==> src/rtl/id_ex_stage_if.sv <==
// ID-to-EX pipeline bundle: decoded fields from ID and their registered copies
// presented to EX and the forwarding unit.
interface id_ex_stage_if #(
   parameter int unsigned XLEN = 64
);
   logic            id_valid;
   logic [XLEN-1:0] id_pc;
   logic [XLEN-1:0] id_rs1_data;
   logic [XLEN-1:0] id_rs2_data;
   logic [XLEN-1:0] id_imm;
   logic [4:0]      id_rs1;
   logic [4:0]      id_rs2;
   logic [4:0]      id_rd;
   logic [3:0]      id_funct4;
   logic            id_reg_write;
   logic            id_mem_read;
   logic            id_mem_write;
   logic            id_mem_to_reg;
   logic            id_branch;
   logic            id_alu_src;
   logic [1:0]      id_alu_op;

   logic            IDEX_valid;
   logic [XLEN-1:0] IDEX_pc;
   logic [XLEN-1:0] IDEX_rs1_data;
   logic [XLEN-1:0] IDEX_rs2_data;
   logic [XLEN-1:0] IDEX_imm;
   logic [4:0]      IDEX_rs1;
   logic [4:0]      IDEX_rs2;
   logic [4:0]      IDEX_rd;
   logic [3:0]      IDEX_funct4;
   logic            IDEX_reg_write;
   logic            IDEX_mem_read;
   logic            IDEX_mem_write;
   logic            IDEX_mem_to_reg;
   logic            IDEX_branch;
   logic            IDEX_alu_src;
   logic [1:0]      IDEX_alu_op;

   modport master (
      output id_valid, id_pc, id_rs1_data, id_rs2_data, id_imm,
             id_rs1, id_rs2, id_rd, id_funct4,
             id_reg_write, id_mem_read, id_mem_write, id_mem_to_reg,
             id_branch, id_alu_src, id_alu_op,
      input  IDEX_valid, IDEX_pc, IDEX_rs1_data, IDEX_rs2_data, IDEX_imm,
             IDEX_rs1, IDEX_rs2, IDEX_rd, IDEX_funct4,
             IDEX_reg_write, IDEX_mem_read, IDEX_mem_write, IDEX_mem_to_reg,
             IDEX_branch, IDEX_alu_src, IDEX_alu_op
   );

   modport slave (
      input  id_valid, id_pc, id_rs1_data, id_rs2_data, id_imm,
             id_rs1, id_rs2, id_rd, id_funct4,
             id_reg_write, id_mem_read, id_mem_write, id_mem_to_reg,
             id_branch, id_alu_src, id_alu_op,
      output IDEX_valid, IDEX_pc, IDEX_rs1_data, IDEX_rs2_data, IDEX_imm,
             IDEX_rs1, IDEX_rs2, IDEX_rd, IDEX_funct4,
             IDEX_reg_write, IDEX_mem_read, IDEX_mem_write, IDEX_mem_to_reg,
             IDEX_branch, IDEX_alu_src, IDEX_alu_op
   );
endinterface

==> src/rtl/id_ex_stage.sv <==
// ID/EX pipeline register with load-use interlock, branch squash, global hold
// and a saturating load-use stall counter.
module id_ex_stage #(
   parameter int unsigned XLEN  = 64,
   parameter int unsigned CNT_W = 32
) (
   input  logic             clk,
   input  logic             rst_n,
   id_ex_stage_if.slave     bus,
   input  logic             hold,
   input  logic             flush,
   output logic             stall,
   output logic [CNT_W-1:0] stall_count
);

   typedef struct packed {
      logic            valid;
      logic [XLEN-1:0] pc;
      logic [XLEN-1:0] rs1_data;
      logic [XLEN-1:0] rs2_data;
      logic [XLEN-1:0] imm;
      logic [4:0]      rs1;
      logic [4:0]      rs2;
      logic [4:0]      rd;
      logic [3:0]      funct4;
      logic            reg_write;
      logic            mem_read;
      logic            mem_write;
      logic            mem_to_reg;
      logic            branch;
      logic            alu_src;
      logic [1:0]      alu_op;
   } idex_t;

   idex_t r_q;
   idex_t r_d;
   logic  load_use;

   assign load_use = r_q.valid & r_q.mem_read & (r_q.rd != 5'd0) & bus.id_valid &
                     ((r_q.rd == bus.id_rs1) | (r_q.rd == bus.id_rs2));

   assign stall = load_use & ~flush & ~hold;

   // Flush and a load-use stall both turn the captured instruction into an all-zero bubble.
   always_comb begin
      r_d            = '0;
      r_d.valid      = bus.id_valid;
      r_d.pc         = bus.id_pc;
      r_d.rs1_data   = bus.id_rs1_data;
      r_d.rs2_data   = bus.id_rs2_data;
      r_d.imm        = bus.id_imm;
      r_d.rs1        = bus.id_rs1;
      r_d.rs2        = bus.id_rs2;
      r_d.rd         = bus.id_rd;
      r_d.funct4     = bus.id_funct4;
      r_d.reg_write  = bus.id_valid & bus.id_reg_write;
      r_d.mem_read   = bus.id_valid & bus.id_mem_read;
      r_d.mem_write  = bus.id_valid & bus.id_mem_write;
      r_d.mem_to_reg = bus.id_valid & bus.id_mem_to_reg;
      r_d.branch     = bus.id_valid & bus.id_branch;
      r_d.alu_src    = bus.id_valid & bus.id_alu_src;
      r_d.alu_op     = bus.id_valid ? bus.id_alu_op : 2'b00;
      if (flush || load_use) begin
         r_d = '0;
      end
   end

   always_ff @(posedge clk or negedge rst_n) begin
      if (!rst_n) begin
         r_q         <= '0;
         stall_count <= '0;
      end else begin
         if (flush || !hold) begin
            r_q <= r_d;
         end
         if (stall && (stall_count != '1)) begin
            stall_count <= stall_count + CNT_W'(1);
         end
      end
   end

   assign bus.IDEX_valid      = r_q.valid;
   assign bus.IDEX_pc         = r_q.pc;
   assign bus.IDEX_rs1_data   = r_q.rs1_data;
   assign bus.IDEX_rs2_data   = r_q.rs2_data;
   assign bus.IDEX_imm        = r_q.imm;
   assign bus.IDEX_rs1        = r_q.rs1;
   assign bus.IDEX_rs2        = r_q.rs2;
   assign bus.IDEX_rd         = r_q.rd;
   assign bus.IDEX_funct4     = r_q.funct4;
   assign bus.IDEX_reg_write  = r_q.reg_write;
   assign bus.IDEX_mem_read   = r_q.mem_read;
   assign bus.IDEX_mem_write  = r_q.mem_write;
   assign bus.IDEX_mem_to_reg = r_q.mem_to_reg;
   assign bus.IDEX_branch     = r_q.branch;
   assign bus.IDEX_alu_src    = r_q.alu_src;
   assign bus.IDEX_alu_op     = r_q.alu_op;

endmodule

==> src/flat_wrapper.sv <==
// flat-port wrapper written by rule: the top's interface ports become plain ports
module id_ex_stage_flat 
#(
   parameter int unsigned XLEN  = 64,
   parameter int unsigned CNT_W = 32
)
  (clk, rst_n, hold, flush, stall, stall_count, bus_id_valid, bus_id_pc, bus_id_rs1_data, bus_id_rs2_data, bus_id_imm, bus_id_rs1, bus_id_rs2, bus_id_rd, bus_id_funct4, bus_id_reg_write, bus_id_mem_read, bus_id_mem_write, bus_id_mem_to_reg, bus_id_branch, bus_id_alu_src, bus_id_alu_op, bus_IDEX_valid, bus_IDEX_pc, bus_IDEX_rs1_data, bus_IDEX_rs2_data, bus_IDEX_imm, bus_IDEX_rs1, bus_IDEX_rs2, bus_IDEX_rd, bus_IDEX_funct4, bus_IDEX_reg_write, bus_IDEX_mem_read, bus_IDEX_mem_write, bus_IDEX_mem_to_reg, bus_IDEX_branch, bus_IDEX_alu_src, bus_IDEX_alu_op);
  id_ex_stage_if #(.XLEN(XLEN)) bus_i ();
  input  logic clk;
  input  logic rst_n;
  input  logic hold;
  input  logic flush;
  output logic stall;
  output logic [CNT_W-1:0] stall_count;
  input wire logic [$bits(bus_i.id_valid)-1:0] bus_id_valid;
  input wire logic [$bits(bus_i.id_pc)-1:0] bus_id_pc;
  input wire logic [$bits(bus_i.id_rs1_data)-1:0] bus_id_rs1_data;
  input wire logic [$bits(bus_i.id_rs2_data)-1:0] bus_id_rs2_data;
  input wire logic [$bits(bus_i.id_imm)-1:0] bus_id_imm;
  input wire logic [$bits(bus_i.id_rs1)-1:0] bus_id_rs1;
  input wire logic [$bits(bus_i.id_rs2)-1:0] bus_id_rs2;
  input wire logic [$bits(bus_i.id_rd)-1:0] bus_id_rd;
  input wire logic [$bits(bus_i.id_funct4)-1:0] bus_id_funct4;
  input wire logic [$bits(bus_i.id_reg_write)-1:0] bus_id_reg_write;
  input wire logic [$bits(bus_i.id_mem_read)-1:0] bus_id_mem_read;
  input wire logic [$bits(bus_i.id_mem_write)-1:0] bus_id_mem_write;
  input wire logic [$bits(bus_i.id_mem_to_reg)-1:0] bus_id_mem_to_reg;
  input wire logic [$bits(bus_i.id_branch)-1:0] bus_id_branch;
  input wire logic [$bits(bus_i.id_alu_src)-1:0] bus_id_alu_src;
  input wire logic [$bits(bus_i.id_alu_op)-1:0] bus_id_alu_op;
  output wire logic [$bits(bus_i.IDEX_valid)-1:0] bus_IDEX_valid;
  output wire logic [$bits(bus_i.IDEX_pc)-1:0] bus_IDEX_pc;
  output wire logic [$bits(bus_i.IDEX_rs1_data)-1:0] bus_IDEX_rs1_data;
  output wire logic [$bits(bus_i.IDEX_rs2_data)-1:0] bus_IDEX_rs2_data;
  output wire logic [$bits(bus_i.IDEX_imm)-1:0] bus_IDEX_imm;
  output wire logic [$bits(bus_i.IDEX_rs1)-1:0] bus_IDEX_rs1;
  output wire logic [$bits(bus_i.IDEX_rs2)-1:0] bus_IDEX_rs2;
  output wire logic [$bits(bus_i.IDEX_rd)-1:0] bus_IDEX_rd;
  output wire logic [$bits(bus_i.IDEX_funct4)-1:0] bus_IDEX_funct4;
  output wire logic [$bits(bus_i.IDEX_reg_write)-1:0] bus_IDEX_reg_write;
  output wire logic [$bits(bus_i.IDEX_mem_read)-1:0] bus_IDEX_mem_read;
  output wire logic [$bits(bus_i.IDEX_mem_write)-1:0] bus_IDEX_mem_write;
  output wire logic [$bits(bus_i.IDEX_mem_to_reg)-1:0] bus_IDEX_mem_to_reg;
  output wire logic [$bits(bus_i.IDEX_branch)-1:0] bus_IDEX_branch;
  output wire logic [$bits(bus_i.IDEX_alu_src)-1:0] bus_IDEX_alu_src;
  output wire logic [$bits(bus_i.IDEX_alu_op)-1:0] bus_IDEX_alu_op;
  assign bus_i.id_valid = bus_id_valid;
  assign bus_i.id_pc = bus_id_pc;
  assign bus_i.id_rs1_data = bus_id_rs1_data;
  assign bus_i.id_rs2_data = bus_id_rs2_data;
  assign bus_i.id_imm = bus_id_imm;
  assign bus_i.id_rs1 = bus_id_rs1;
  assign bus_i.id_rs2 = bus_id_rs2;
  assign bus_i.id_rd = bus_id_rd;
  assign bus_i.id_funct4 = bus_id_funct4;
  assign bus_i.id_reg_write = bus_id_reg_write;
  assign bus_i.id_mem_read = bus_id_mem_read;
  assign bus_i.id_mem_write = bus_id_mem_write;
  assign bus_i.id_mem_to_reg = bus_id_mem_to_reg;
  assign bus_i.id_branch = bus_id_branch;
  assign bus_i.id_alu_src = bus_id_alu_src;
  assign bus_i.id_alu_op = bus_id_alu_op;
  assign bus_IDEX_valid = bus_i.IDEX_valid;
  assign bus_IDEX_pc = bus_i.IDEX_pc;
  assign bus_IDEX_rs1_data = bus_i.IDEX_rs1_data;
  assign bus_IDEX_rs2_data = bus_i.IDEX_rs2_data;
  assign bus_IDEX_imm = bus_i.IDEX_imm;
  assign bus_IDEX_rs1 = bus_i.IDEX_rs1;
  assign bus_IDEX_rs2 = bus_i.IDEX_rs2;
  assign bus_IDEX_rd = bus_i.IDEX_rd;
  assign bus_IDEX_funct4 = bus_i.IDEX_funct4;
  assign bus_IDEX_reg_write = bus_i.IDEX_reg_write;
  assign bus_IDEX_mem_read = bus_i.IDEX_mem_read;
  assign bus_IDEX_mem_write = bus_i.IDEX_mem_write;
  assign bus_IDEX_mem_to_reg = bus_i.IDEX_mem_to_reg;
  assign bus_IDEX_branch = bus_i.IDEX_branch;
  assign bus_IDEX_alu_src = bus_i.IDEX_alu_src;
  assign bus_IDEX_alu_op = bus_i.IDEX_alu_op;
  id_ex_stage #(.XLEN(XLEN), .CNT_W(CNT_W)) u_core (.clk(clk), .rst_n(rst_n), .bus(bus_i), .hold(hold), .flush(flush), .stall(stall), .stall_count(stall_count));
endmodule
==> config.mk <==
export PLATFORM = sky130hd
export DESIGN_NAME = id_ex_stage_flat
export DESIGN_NICKNAME = d
export VERILOG_FILES = /design/src/rtl/id_ex_stage_if.sv /design/src/rtl/id_ex_stage.sv /design/src/flat_wrapper.sv
export SDC_FILE = /design/constraint.sdc
export NUM_CORES = 1
export LEC_CHECK = 0
export CORE_AREA = 2 2 232 234
export DETAILED_ROUTE_END_ITERATION = 6
export DIE_AREA = 0 0 234 236
export GPL_TIMING_DRIVEN = 1
export PLACE_DENSITY_LB_ADDON = 0.08
export SYNTH_ARGS = -nofsm -noshare
export SYNTH_HDL_FRONTEND = slang
export SYNTH_SLANG_ARGS = --single-unit
==> constraint.sdc <==
create_clock -name clk -period 2.7 [get_ports clk]
set_input_delay 0.54 -clock clk [delete_from_list [all_inputs] [get_ports clk]]
set_output_delay 0.54 -clock clk [all_outputs]
set_load 0.05 [all_outputs]
==> impl_results.md <==
- Outcome: complete, but fails checks
- Failing checks: setup timing
- Dpl cell area: 18730 um^2
- Req. time, crit path: 2.16 ns
- RSZ-0062 raised after global routing: true
- Gr usage total: 0.1690
- DRC errors left: 0
- Clock slew seen by the registers of the worst setup and hold paths: 0.05 ns
- # H-tree levels: 2
- Tmin final: 2.702 ns
- I/O Pins: approximately 610
- CTS Buf Count: 40
- Largest net degree at the start of global routing: 91
- Flop and latch count out of synthesis: 316
- Max Clock Freq: 0.3701 GHz
- DP HPWL: approximately 35000 um
- Worst slew pin tran: 0.6716 ns
- Worst EP arrival: 2.16 ns
- Worst Path Buf+Inv: 3
- PwrDens: 635.1 nW/um^2
- Static Leak: 8.740 nW
- Final TNS setup: -0.002312 ns
- Final hold vios: 0
- Clock skew: 0.03330 ns
- First-pass DRT Iterations: 4
- Die Span Y: 236 um
- Synth top area cells: dfrtp_1, a22o_1, xnor2_1
- Nets: 1714
- Critical Path End Type: output port
- Finished Core Util: 0.3792
- Starting Density: 0.2184
- CP peak stage delay: about 0.54 ns
- Total die area: ~55000 um^2
- Synth cell types: 28
- Per-cell routed wire length: 22.30 um
- Worst vdd ir: roughly 0.36 mV
- Routed vias: 9572
- Fill cells: 5196
- WS Path Type: reg2out
- Worst setup SP type: flip-flop
- Clock Latency Late Sink: 0.56 ns
- Final worst slack: -0.002312 ns
- Mapped cell area: 11590 um^2
- Synthesized Nets: 1088
- Synth warn: 0
- Core Region: about 53000 um^2
- DIE WIDTH: 234 um
- Worst path cell trace: or4_1 -> o2111ai_1 -> buf_4 -> nor4b_4 -> buf_6 -> buf_12
- Final WL: slightly below 50000 um
- Cells after synthesis: 799
- CTS root buf: clkbuf_16
- Ratio of cells with drive above 1 in the final layout: 0.08408
- CP delay by family, top: simple AND/OR/NAND/NOR gates
- Critical-path top delay cell: or4_1
- Max FO, Critical Path: 2
- Slew HR: 0.5508
- Clock sink count: 316
- Number of global-route vias before repair: 10.14k
- Grt total ovfl: 0
- Avg Vias per Cell: between 4 and 5
- Cell area after layout: 20130 um^2
- Initial antenna violation count: 11
- Synthesized area per cell: 14.50 um^2
- Fin crit share: 1.001
- Clock Path Buffers: 3
- Seq/Total Area, Yosys: 0.6824
- Maxcap violations: 0
- Final Setup Violations: 1
- Final Max Slew Viols: 0
- IO Port Bufs: 604
- First-pass GRT wire length: 70040 um
- Min-Delay Path Class: in2async
- Post-route antenna net violation count: 0
- Placer Congestion: around 0.8
- Cell Rows: 85
- P&R area growth vs syn: 73.67%
- Area share of the largest cell type after synthesis: 0.6824
- CTS tree: yes
- Initial DRC count: 391
- Cell type with the largest total area after synthesis: dfrtp_1
## cell usage after synthesis
cell,count
nor2_1,7
nand2b_1,2
a22o_1,276
and2_0,1
and4_1,1
inv_1,3
nand4b_1,2
xor2_1,1
buf_2,32
nor4_1,5
and3_1,8
nor3_2,1
nand2_1,10
o2111ai_1,1
or4_1,1
dfrtp_1,316
xnor2_1,38
o22ai_1,1
nor3_1,2
nand4_1,18
nand3_1,20
nor4bb_1,1
clkbuf_1,36
nor2b_1,3
mux2_2,3
ha_1,1
a32o_1,8
nor4b_2,1
## through the flow
stage	std cells	hold slack [ns]	setup slack (ns)	power, W
final	2153	0.4442	-0.002312	0.01278
after global routing	2151	0.4389	-0.09043	0.01332
after CTS	2143	0.4160	-0.05117	0.01300
after detailed placement	2073	0.4365	-0.1321	0.007623
after global placement	2073	0.4338	-0.1374	0.007625
after floorplan	799	0.2444	0.08665	0.006365
## worst paths after layout
kind                       depth (start not counted)                                  start                                    end  slack [ns]
max reg2reg                                        8      u_core.stall_count[0]$_DFFE_PN0P_      u_core.stall_count[1]$_DFFE_PN0P_        0.37
min reg2reg                                        1  u_core.bus.IDEX_reg_write$_DFFE_PN0P_  u_core.bus.IDEX_reg_write$_DFFE_PN0P_        0.50
min                                                2                                  rst_n      u_core.stall_count[8]$_DFFE_PN0P_        0.44
max in group asynchronous                          3                                  rst_n    u_core.bus.IDEX_imm[10]$_DFFE_PN0P_        1.43
max                                                6      u_core.bus.IDEX_rd[4]$_DFFE_PN0P_                                  stall      -0.002
min in group clk                                   1  u_core.bus.IDEX_reg_write$_DFFE_PN0P_  u_core.bus.IDEX_reg_write$_DFFE_PN0P_        0.50
## cells by family (layout without fill, tap and decap cells)
group / count (synthesis) / in the layout / synth area share
other: 0 / 6 / 0
xor gates and xnor gates: 39 / 39 / 0.02948
buffers and inverters: 71 / 723 / 0.02645
and+or+nand+nor: 83 / 83 / 0.04092
adders and majority gates: 1 / 1 / 0.001080
AOI/OAI and AO/OA: 286 / 286 / 0.2168
DFF: 316 / 316 / 0.6824
muxes: 3 / 3 / 0.002915
## routing by layer
metal,track usage,share of wire,up-vias
met3,0.06963,0.098,62
met2,0.2873,0.49,389
met5,0,0.0012,-
met1,0.1949,0.39,4795
met4,0.04469,0.018,10
li1,-,-,4316
## cell type report
cell class	instances	area, um^2	share of cell area
repair buffers	652	6594	0.3276
flip-flops and latches	316	7908	0.3929
inverters	3	11.26	0.0005595
clock buffers	60	1197	0.05950
clock inverters	8	76.32	0.003792
diodes	6	15.01	0.0007460
multi-input cells	412	3453	0.1716
well taps	696	870.8	0.04327
## what timing repair did
item / in CTS / in global routing
setup buffers: 1 / 4
hold buffers: 1 / 0
pin swaps: 5 / 1
setup endpoints to repair: 1 / 54
endpoints found under the hold margin: 23 / 0
resized for setup: 8 / 2
## placed cells by master, fill, tap and decap left out, drive strengths merged, types with 7 or more instances in the layout
master	instances
xnor2	38
a22o	276
buf	49
nand2	10
clkbuf	60
clkdlybuf4s50	602
and3	8
nor2	7
nand3	20
nand4	18
a32o	8
dfrtp	316
## power by group
group	internal [W]	switching (W)	total, W
registers	0.00497	0.000131	0.00511
clock network	0.00315	0.00211	0.00525
logic	0.000999	0.00142	0.00242
total	0.00912	0.00366	0.0128
Power figures use the tool's default switching activity.
